--- src/rtl/cp0_reg.sv ---
// cp0_reg: MIPS coprocessor 0 register file (Count/Compare timer, Status, Cause, EPC, PRId, Config).
// Optional macro CP0_WR_BYPASS_EN forwards a same-cycle software write onto data_o.
`default_nettype none

module cp0_reg #(
  parameter logic [31:0] PRID_VALUE   = 32'h00480102,
  parameter logic [31:0] CONFIG_VALUE = 32'h00008000
) (
  input  logic        clk,
  input  logic        rst,
  input  logic        we,
  input  logic [4:0]  waddr,
  input  logic [31:0] wdata,
  input  logic [4:0]  raddr,
  input  logic [5:0]  int_i,
  input  logic [31:0] excepttype_i,
  input  logic [31:0] current_inst_addr_i,
  input  logic        is_in_delayslot_i,
  output logic [31:0] data_o,
  output logic [31:0] count_o,
  output logic [31:0] compare_o,
  output logic [31:0] status_o,
  output logic [31:0] cause_o,
  output logic [31:0] epc_o,
  output logic [31:0] config_o,
  output logic [31:0] prid_o,
  output logic        timer_int_o
);

  localparam logic [4:0]  REG_COUNT   = 5'd9;
  localparam logic [4:0]  REG_COMPARE = 5'd11;
  localparam logic [4:0]  REG_STATUS  = 5'd12;
  localparam logic [4:0]  REG_CAUSE   = 5'd13;
  localparam logic [4:0]  REG_EPC     = 5'd14;
  localparam logic [4:0]  REG_PRID    = 5'd15;
  localparam logic [4:0]  REG_CONFIG  = 5'd16;
  // Software-writable Cause fields: IV, WP, IP[1:0]
  localparam logic [31:0] CAUSE_WR_MASK = 32'h00C00300;
  localparam logic [31:0] STATUS_RESET  = 32'h10000000;

  logic [31:0] count_q, count_d;
  logic [31:0] compare_q, compare_d;
  logic [31:0] status_q, status_d;
  logic [31:0] cause_q, cause_d;
  logic [31:0] epc_q, epc_d;
  logic        timer_q, timer_d;

  logic [31:0] cause_wr;
  logic        exc_epc;
  logic [4:0]  exc_code;

  assign cause_wr = (cause_q & ~CAUSE_WR_MASK) | (wdata & CAUSE_WR_MASK);

  always_comb begin
    exc_epc  = 1'b1;
    exc_code = 5'd0;
    case (excepttype_i)
      32'h0000_0001: exc_code = 5'd0;
      32'h0000_0008: exc_code = 5'd8;
      32'h0000_000a: exc_code = 5'd10;
      32'h0000_000c: exc_code = 5'd12;
      32'h0000_000d: exc_code = 5'd13;
      default:       exc_epc  = 1'b0;
    endcase
  end

  always_comb begin
    count_d   = count_q + 32'd1;
    compare_d = compare_q;
    status_d  = status_q;
    cause_d   = cause_q;
    epc_d     = epc_q;
    timer_d   = timer_q | ((compare_q != 32'd0) && (count_q == compare_q));
    cause_d[15:10] = int_i;

    if (we) begin
      case (waddr)
        REG_COUNT:   count_d = wdata;
        REG_COMPARE: begin
          compare_d = wdata;
          timer_d   = 1'b0;
        end
        REG_STATUS:  status_d = wdata;
        REG_CAUSE:   cause_d = (cause_d & ~CAUSE_WR_MASK) | (wdata & CAUSE_WR_MASK);
        REG_EPC:     epc_d = wdata;
        default:     ;
      endcase
    end

    // Exception state is applied on top of the software write, using the post-write EXL.
    if (exc_epc) begin
      if (!status_d[1]) begin
        epc_d       = is_in_delayslot_i ? current_inst_addr_i - 32'd4 : current_inst_addr_i;
        cause_d[31] = is_in_delayslot_i;
      end
      status_d[1]  = 1'b1;
      cause_d[6:2] = exc_code;
    end else if (excepttype_i == 32'h0000_000e) begin
      status_d[1] = 1'b0;
    end

    cause_d[30] = timer_d;
  end

  always_ff @(posedge clk) begin
    if (rst) begin
      count_q   <= 32'd0;
      compare_q <= 32'd0;
      status_q  <= STATUS_RESET;
      cause_q   <= 32'd0;
      epc_q     <= 32'd0;
      timer_q   <= 1'b0;
    end else begin
      count_q   <= count_d;
      compare_q <= compare_d;
      status_q  <= status_d;
      cause_q   <= cause_d;
      epc_q     <= epc_d;
      timer_q   <= timer_d;
    end
  end

  logic [31:0] rd_stored;

  always_comb begin
    case (raddr)
      REG_COUNT:   rd_stored = count_q;
      REG_COMPARE: rd_stored = compare_q;
      REG_STATUS:  rd_stored = status_q;
      REG_CAUSE:   rd_stored = cause_q;
      REG_EPC:     rd_stored = epc_q;
      REG_PRID:    rd_stored = PRID_VALUE;
      REG_CONFIG:  rd_stored = CONFIG_VALUE;
      default:     rd_stored = 32'd0;
    endcase
  end

`ifdef CP0_WR_BYPASS_EN
  always_comb begin
    data_o = rd_stored;
    if (we && (waddr == raddr)) begin
      case (raddr)
        REG_COUNT, REG_COMPARE, REG_STATUS, REG_EPC: data_o = wdata;
        REG_CAUSE: data_o = cause_wr;
        default:   ;
      endcase
    end
  end
`else
  assign data_o = rd_stored;
`endif

  assign count_o     = count_q;
  assign compare_o   = compare_q;
  assign status_o    = status_q;
  assign cause_o     = cause_q;
  assign epc_o       = epc_q;
  assign config_o    = CONFIG_VALUE;
  assign prid_o      = PRID_VALUE;
  assign timer_int_o = timer_q;

endmodule

`default_nettype wire
--- config.mk ---
export PLATFORM = sky130hd
export DESIGN_NAME = cp0_reg
export DESIGN_NICKNAME = d
export VERILOG_FILES = /design/src/rtl/cp0_reg.sv
export SDC_FILE = /design/constraint.sdc
export NUM_CORES = 1
export LEC_CHECK = 0
export ABC_AREA = 1
export CELL_PAD_IN_SITES_DETAIL_PLACEMENT = 0
export CELL_PAD_IN_SITES_GLOBAL_PLACEMENT = 1
export CORE_MARGIN = 2
export CORE_UTILIZATION = 33
export CTS_CLUSTER_SIZE = 30
export DETAILED_ROUTE_END_ITERATION = 6
export HOLD_SLACK_MARGIN = 0.15
export MAX_ROUTING_LAYER = met4
export PLACE_DENSITY_LB_ADDON = 0.1
export SLEW_MARGIN = 20
export SYNTH_ARGS = -nofsm -noshare
export SYNTH_HDL_FRONTEND = slang
export SYNTH_SLANG_ARGS = --single-unit
--- constraint.sdc ---
create_clock -name clk -period 4.9 [get_ports clk]
set_clock_uncertainty 0.05 [all_clocks]
set_input_delay 0.98 -clock clk [delete_from_list [all_inputs] [get_ports clk]]
set_output_delay 0.98 -clock clk [all_outputs]
set_load 0.01 [all_outputs]
---- Word-level counts from Yosys, hierarchy flattened ----
Cells that the tools add are included.
word-level totals
  flip-flop bits (word level) ............. 161
  input port bits ......................... 116
  output and inout port bits .............. 257
  word-level logic and storage cells ...... 62
cells by class
  add/sub/neg operators ................... 2
  equality and inequality tests ........... 19
  mux-type cells .......................... 21
  bitwise operators ....................... 2
  reduce and logical (&&, ||, !) cells .... 9
operators with widths
  operator                 number
  $mux W32                 9
  $pmux W32 S7             1
  $eq A32 B4 Y1 const B    5
  $eq A5 B4 Y1 const B     11
  $add A32 B1 Y32 const B  1
  $eq A32 B1 Y1 const B    1
  $eq A32 B32 Y1           1
  $or A32 B24 Y32          1
  $reduce_bool A32 Y1      1
  $sub A32 B3 Y32 const B  1
  $pmux W4 S4              1
  $reduce_and A2 Y1        4
  $mux W1                  7
  $eq A5 B5 Y1 const B     1
  $mux W5                  1
  $reduce_or A5 Y1         1
  $mux W2                  2
  $reduce_bool A2 Y1       2
  $logic_and A1 B1 Y1      1
  $or A1 B1 Y1             1

---- Longest topological paths before layout ----
Gate-level depths: netlist (run 1).
  depth in word-level cells ............... 5
  depth in mapped cells ................... 13
  mapped depth without buffers ............ 13

---- Least setup slack after synthesis (run 1) ----
OpenSTA, ideal clock, no wires.
  path kind ............................... input to output
  from .................................... input port raddr[4]
  to ...................................... output port data_o[24]
  arrival ................................. 2.023 ns
  data required time ...................... 3.870 ns
  slack ................................... 1.847 ns
  cell stages on the path ................. 8
  buffers on the path ..................... 1
  path through ............................ inv_1 -> nand3_1 -> nor2_1 -> inv_1 -> nor2_4 -> buf_2 -> inv_1 -> o21ai_1
between the ends
  longest elaborated chain between the ends .. 2
  elaborated cells between the ends (all ways) .. 8
  those cells by class .................... eq/ne (7); mux (1)
RTL lines
  item                                          line  text
  start: declaration                            14    input logic [4:0] raddr,
  $eq A5 B5 Y1 or $eq A5 B4 Y1 (tied branches)  126   case (raddr)
  $pmux W32 S7 (*)                              126
  end: declaration                              19    output logic [31:0] data_o,
Every way passes the cells marked *; elsewhere a longest branch is shown, timed or not.

---- Worst setup path in the final report (run 1) ----
  from .................................... input port raddr[0]
  to ...................................... output port data_o[24]
Same word-level chain as after synthesis.

==> summary.md, run 1 <==
| Metric | Value |
|---|---|
| Yosys Warn Count | `0` |
| Reg2Reg Setup Slack | `2.72 ns` |
| Most frequent cells in the layout | `nand2_1, clkdlybuf4s50_1, nor2_1` |
| Critical setup path kind | `input pin to output port` |
| Sw Pwr | `0.0008296 W` |
| CTS Buf Count | `17` |
| Post-synth EDFFs | `0` |
| GRT Total Usage | `0.2810` |
| Internal power | `0.002078 W` |
| Clk root buf | `clkbuf_16` |
| CTS tree | `yes` |
| Die ar. | `0.03111 mm^2` |
| Avg Cell Area, Syn | `6.581 um^2` |
| Die W | `176.4 um` |
| Vias per cell | `4.903` |
| Core area | `0.02948 mm^2` |
| Crit share post-route | `0.8847` |
| Setup TNS | `0 ns` |
| Sequential share of the synthesized area | `0.2940` |
| Logic gate share of total power | `0.137` |
| Largest net degree at the start of global routing | `52` |
| Worst endpoint data arrival time | `3.30 ns` |
| Cts repair resizes | `0` |
| Reg-to-Reg Start | `count_o[11]$_SDFF_PP0_` |
| Layout fillers | `3,093` |
| Slowest CP cell | `clkdlybuf4s50_1` |
| Post-Syn Instances | `1,490` |
| FP Rows | `63` |
| Grt met2 use | `0.4355` |
| Clock transition at path regs | `0.06 ns` |
| Initial DRC count | `964` |
| # clock sinks | `144` |
| Routed Antenna Nets | `0` |
| Nets | `1,868` |
| Peak supply drop | `0.2559 mV` |
| Commonest non-fill, non-tap cell in the layout | `nand2_1` |
| Post-Layout Cell Count | `2,155` |
| Grt total ovfl | `0` |
| Vias | `10,566` |
| Worst path max stage delay | `0.60 ns` |
| Cell taking the most area after synthesis | `dfxtp_1` |
| Crit start category | `input pin` |
| Crit Path Max Fanout | `22` |
| Layout cells sized above 1 | `0.06863` |
| Max clock buf depth | `2` |
| Pwr dens | `219.3 mW/mm^2` |
| Leak | `5.633 nW` |
| Area contributors post-synth | `dfxtp_1, nand2_1, nor2_1` |
| Yosys top cell area share | `0.2940` |
| Yosys cell types | `50` |
| Outcome | `finished, final reports clean` |
| Gp weighted congestion | `0.9358` |
| 1st-pass router iterations | `5` |
| M3 GR Usage | `0.05254` |
| Slew HR | `0.3055` |
| FFs w/ async S/R, synth | `0` |
| Area Overhead vs Synth | `35.20%` |
| Met1 usage | `0.3743` |
| CP required | `3.87 ns` |
| Routed WL per cell | `19.94 um` |
| FF-to-FF End | `count_o[28]$_SDFF_PP0_` |
| Drt total wl | `42.96 mm` |
| Die Y | `176.4 um` |
| Post-detail-place hpwl | `34.05 mm` |
| Final setup fails | `0` |
| Critical Path Source | `raddr[0]` |
| Setup Fix Bufs, Post-CTS | `0` |
| Area of the mapped netlist | `0.009806 mm^2` |
| CP endpoint | `data_o[24]` |
| CTS Hold Bufs | `0` |
| Starting Density | `0.3326` |
| Type of the most critical hold path | `register to register` |
| GRT busiest layer | `met2` |
| Clk Latency, worst-skew pair | `0.44 ns` |
| Sequential power share | `0.420` |
| Max-cap check violation count | `0` |
| Slew Viols, Final | `0` |
| Post-route minimum period | `4.335 ns` |
| Hold Violations, Final | `0` |
| Input/output buffers | `292` |
| Cell depth of the worst flop-to-flop path | `9` |
| Initial antenna violation count | `2` |
| Seq cells post-synth | `144` |
| Bufs and invs on worst path | `5` |
| Main flop type after synthesis | `dfxtp_1` |
| Global-route wire length before repair | `63.04 mm` |
| Unrepaired setup endpoints after global routing | `false` |
| Worst path depth | `10` |
| Placed insts | `2,121` |
| Max Clock Freq | `0.2307 GHz` |
| DR DRC count | `0` |
| H-tree depth | `4` |
| Vias in the first global route | `9,784` |
| Worst Max-Slew Pin Slew | `1.035 ns` |
| Clock network fraction of total power | `0.443` |
| I/O Pins | `373` |
| CP delay by family, top | `buffers and inverters` |
| Worst Setup End Kind | `output port` |
| Switching share of power | `0.2854` |
| Cell chain of the critical path | `clkdlybuf4s50_1 -> inv_2 -> nand2_1 -> nor2_1 -> inv_1 -> buf_4 -> nor2_1 -> a221oi_1 -> o21ai_1 -> clkdlybuf4s50_1` |
==> sequential cells by signal, summed over array words and instances (netlist names) <==
register and count:
epc_o 32, count_o 32, cause_o 16, compare_o 32, status_o 32
==> per-stage QoR <==
step / setup slack [ns] / power, W / utilization / hold WS, ns / instance area (um^2)
5_1_grt: 0.4245 / 0.003004 / 0.4497 / 0.4573 / 13260
3_5_place_dp: 0.6093 / 0.001641 / 0.4306 / 0.4139 / 12690
2_1_floorplan: 1.847 / 0.001459 / - / 0.4382 / 10100
4_1_cts: 0.6042 / 0.002908 / 0.4495 / 0.4236 / 13250
3_3_place_gp: 0.6510 / 0.001642 / 0.4306 / 0.4125 / 12690
6_report: 0.5651 / 0.002907 / 0.4497 / 0.4268 / 13260
==> cell type report <==
type                    count  area (um^2)  area share
well taps                 390        488.0     0.03681
flip-flops and latches    144         2883      0.2174
multi-input cells        1104         5612      0.4233
diodes                      2        5.005   0.0003775
inverters                 176        663.1     0.05002
clock inverters            12        112.6    0.008494
clock buffers              20        446.7     0.03369
repair buffers            307         3048      0.2299
==> power groups by stage <==
| stage | registers [W] | clock network [W] | logic (W) |
|---|---|---|---|
| 2_1_floorplan | 0.00124 | 0 | 0.000220 |
| 3_3_place_gp | 0.00125 | 0 | 0.000396 |
| 3_5_place_dp | 0.00125 | 0 | 0.000396 |
| 4_1_cts | 0.00122 | 0.00129 | 0.000397 |
| 5_1_grt | 0.00122 | 0.00135 | 0.000436 |
| 6_report | 0.00122 | 0.00129 | 0.000400 |
==> how the worst min path moves through the flow <==
stage	endpoint	slack (ns)	cells past startpoint	start
final	status_o[24]$_SDFFE_PP0P_	0.43	2	status_o[24]$_SDFFE_PP0P_
after CTS	status_o[24]$_SDFFE_PP0P_	0.42	2	status_o[24]$_SDFFE_PP0P_
after global placement	status_o[24]$_SDFFE_PP0P_	0.41	2	status_o[24]$_SDFFE_PP0P_
after floorplan	status_o[0]$_SDFFE_PP0P_	0.44	2	status_o[0]$_SDFFE_PP0P_
after detailed placement	status_o[24]$_SDFFE_PP0P_	0.41	2	status_o[24]$_SDFFE_PP0P_
after global routing	status_o[29]$_SDFFE_PP0P_	0.46	2	status_o[29]$_SDFFE_PP0P_
==> worst reg2reg max path, cell delays in order (launching register included) <==
cell      delay [ns]
dfxtp_1         0.61
nand2_1         0.14
nor3_1          0.45
nand4_1         0.14
nor2_1          0.34
nand2_1         0.09
nand2_1         0.07
nand2_1         0.05
o21bai_1        0.11
inv_1           0.05
==> synthesized netlist by cell type, types with 2 or more instances <==
| cell type | count |
|---|---|
| mux2i_1 | 2 |
| a21oi_1 | 77 |
| a22oi_1 | 9 |
| o21ai_1 | 7 |
| and3_1 | 2 |
| nand2_2 | 5 |
| clkbuf_1 | 29 |
| a31oi_1 | 3 |
| inv_1 | 169 |
| buf_4 | 85 |
| o22ai_1 | 10 |
| o2111ai_1 | 11 |
| o21ai_0 | 111 |
| nor2_2 | 13 |
| inv_2 | 4 |
| o21bai_1 | 12 |
| mux2_2 | 17 |
| clkinv_1 | 2 |
| buf_1 | 2 |
| nand3_2 | 3 |
| xnor2_1 | 24 |
| nand3b_1 | 5 |
| nor2_1 | 215 |
| buf_6 | 3 |
| nand4_1 | 17 |
| nor3_1 | 21 |
| nand2_1 | 296 |
| buf_12 | 2 |
| nand2_4 | 6 |
| conb_1 | 2 |
| a21oi_2 | 11 |
| o211ai_1 | 8 |
| ha_1 | 2 |
| nor4_1 | 7 |
| a221oi_1 | 14 |
| dfxtp_1 | 144 |
| nand3_1 | 61 |
| xor2_1 | 39 |
| buf_2 | 23 |
| nor2_4 | 7 |
==> per-layer routing <==
layer	vias up	wire length, um
met3	54	3345
met4	0	962
met5	-	0
met2	439	19400
met1	4898	19260
li1	5175	-
==> cells by family (layout without fill, tap and decap cells) <==
family	count (synthesis)	count (layout)	share of synthesized area
AO/OA/AOI/OAI	275	275	0.1646
XOR/XNOR	63	63	0.05627
adder cells (fa/ha/maj)	2	2	0.002552
buffers and inverters	320	515	0.1638
flip-flops	144	144	0.2940
multiplexers	19	19	0.02156
other	2	82	0.0007659
AND/OR/NAND/NOR	665	665	0.2964
Power figures use the tool's default switching activity.
==> inputs of run 2 (changes only) <==
Settings changed: RECOVER_POWER set to 25.
Clock period 4.9 ns to 5.4 ns, I/O delays scaled along.
==> run 2 against run 1 <==
Critical path depth is the same. Worst hold slack got worse by 0.0063 ns. First-iteration DRC count shrank 7.7%. Die area did not move.
==> summary.md, run 2 (synthesized netlist as in run 1, its figures left out) <==
| Metric | Value |
|---|---|
| Type of the most critical hold path | `register to register` |
| Die Y | `176.4 um (unchanged)` |
| # diodes | `0 (-2)` |
| Sequential power share | `0.404 (-0.016)` |
| Starting Density | `0.3326 (unchanged)` |
| CTS Hold Bufs | `0 (unchanged)` |
| Switching share of power | `0.2607 (-0.02469)` |
| Post-Layout Cell Count | `2,149 (-0.28%)` |
| Clock transition at path regs | `0.06 ns (about the same)` |
| Crit share post-route | `0.8632` |
| Hold Crit Start | `status_o[14]$_SDFFE_PP0P_` |
| Max-cap check violation count | `0 (unchanged)` |
| Final setup fails | `0 (unchanged)` |
| Vias per cell | `4.884 (-0.39%)` |
| DR DRC count | `0 (unchanged)` |
| GRT Total Usage | `0.2780 (-0.003027)` |
| Design area | `0.01329 mm^2 (+0.27%)` |
| Reg area | `0.002883 mm^2 (unchanged)` |
| Layout cells sized above 1 | `0.06765 (-0.0009809)` |
| Hold Violations, Final | `0 (unchanged)` |
| CTS Buf Count | `17 (unchanged)` |
| Post-detail-place hpwl | `33.33 mm (-2.1%)` |
| Initial DRC count | `890 (-7.7%)` |
| Clk Latency, worst-skew pair | `0.43 ns (about the same)` |
| # clock sinks | `144 (unchanged)` |
| Global-route wire length before repair | `62.67 mm (-0.59%)` |
| Util after Layout | `0.4509 (+0.001231)` |
| Placed Area | `0.01268 mm^2 (about the same)` |
| Gp weighted congestion | `0.9111 (-2.6%)` |
| Grt total ovfl | `0 (unchanged)` |
| Initial antenna violation count | `1 (-1)` |
| Crit start category | `input pin` |
| Clk root buf | `clkbuf_16` |
| Routed WL per cell | `19.78 um (-0.76%)` |
| Slew Viols, Final | `0 (unchanged)` |
| Worst endpoint data arrival time | `3.53 ns (+0.23 ns)` |
| Peak supply drop | `0.2060 mV (-20%)` |
| Critical setup path kind | `input pin to output port` |
| Outcome | `finished, final reports clean` |
| Max Clock Freq | `0.2145 GHz` |
| I/O Pins | `373 (unchanged)` |
| Cell depth of the worst flop-to-flop path | `9 (unchanged)` |
| H-tree depth | `4 (unchanged)` |
| Internal power | `0.002025 W (-2.5%)` |
| Layout fillers | `3,124 (+1.0%)` |
| Reg-to-Reg Start | `count_o[11]$_SDFF_PP0_` |
| Max clock buf depth | `2 (unchanged)` |
| Leak | `5.918 nW (+5.1%)` |
| Met2 routed WL | `18.77 mm (-3.2%)` |
| Sw Pwr | `0.0007139 W (-14%)` |
| Clock network fraction of total power | `0.465 (+0.022)` |
| Worst Setup End Kind | `output port` |
| Setup TNS | `0 ns (unchanged)` |
| Hold path depth | `2 (unchanged)` |
| Die W | `176.4 um (unchanged)` |
| Slew HR | `0.2070 (-0.09851)` |
| Wire length on met3 | `2.888 mm (-14%)` |
| 1st-pass router iterations | `5 (unchanged)` |
| Most frequent cells in the layout | `nand2_1, clkdlybuf4s50_1, nor2_1` |
| Logic gate share of total power | `0.131 (-0.006)` |
| Area of the multi-input gates | `0.005612 mm^2 (unchanged)` |
| CTS tree | `yes` |
| DR top layer | `met4` |
| Core area | `0.02948 mm^2 (unchanged)` |
| Setup Fix Bufs, Post-CTS | `0 (unchanged)` |
| Vias | `10,496 (-0.66%)` |
| FP Rows | `63 (unchanged)` |
| Wl on met1 | `19.40 mm (+0.76%)` |
| Pwr dens | `206.0 mW/mm^2 (-6.1%)` |
| Nets | `1,866 (-0.11%)` |
| Placed insts | `2,119 (-0.094%)` |
| CP required | `4.27 ns (+0.40 ns)` |
| Largest net degree at the start of global routing | `100 (+92%)` |
| Unrepaired setup endpoints after global routing | `false` |
| Crit Path Max Fanout | `15 (-32%)` |
| Die ar. | `0.03111 mm^2 (unchanged)` |
| Vias in the first global route | `9,786 (+0.020%)` |
| Cts repair resizes | `0 (unchanged)` |
| Post-route minimum period | `4.661 ns` |
| Drt total wl | `42.52 mm (-1.0%)` |
| Input/output buffers | `292 (unchanged)` |
| Worst Max-Slew Pin Slew | `1.189 ns (+0.1542 ns)` |
| Routed Antenna Nets | `0 (unchanged)` |
| Area Overhead vs Synth | `35.57%` |
| Critical Path Source | `raddr[0]` |
| Commonest non-fill, non-tap cell in the layout | `nand2_1` |
[run 2: final cells by class]
cell class              count  share of cell area
well taps                 390             0.03671
flip-flops and latches    144              0.2168
clock inverters            11             0.01233
repair buffers            305              0.2279
multi-input cells        1104              0.4221
clock buffers              19             0.03407
inverters                 176             0.05007
[run 2: metal layers]
metal  GRT usage  up-vias
li1            -     5146
met5           -        -
met2      0.4245      443
met3     0.04759       66
met1      0.3699     4841
met4     0.09848        0
[run 2: final timing paths]
check,slack (ns),endpoint
max reg2reg,3.24,count_o[28]$_SDFF_PP0_
min reg2reg,0.42,status_o[14]$_SDFFE_PP0P_
min,0.42,status_o[14]$_SDFFE_PP0P_
max,0.74,data_o[9]
[run 2: worst max-delay path, stage by stage]
cell and delay (ns):
clkdlybuf4s50_1 0.59, inv_2 0.07, nand2_1 0.10, nor2_1 0.08
inv_1 0.44, buf_4 0.27, o22ai_1 0.09, a221oi_1 0.23
nand2_1 0.08, clkdlybuf4s50_1 0.50
[run 2: power by group through the flow]
stage          Combinational [W]  Sequential [W]  Clock (W)
2_1_floorplan           0.000200         0.00112          0
3_3_place_gp            0.000357         0.00113          0
3_5_place_dp            0.000358         0.00113          0
4_1_cts                 0.000359         0.00111    0.00129
5_1_grt                 0.000391         0.00111    0.00132
6_report                0.000358         0.00111    0.00127
[run 2: per-stage QoR]
stage	setup WS [ns]	total power [W]	hold WS, ns
finish	0.7387	0.002739	0.4205
global route	0.6039	0.002822	0.4366
CTS	0.7424	0.002756	0.4211
detailed placement	0.7531	0.001487	0.4139
global placement	0.7555	0.001487	0.4063
floorplan	2.147	0.001324	0.4382
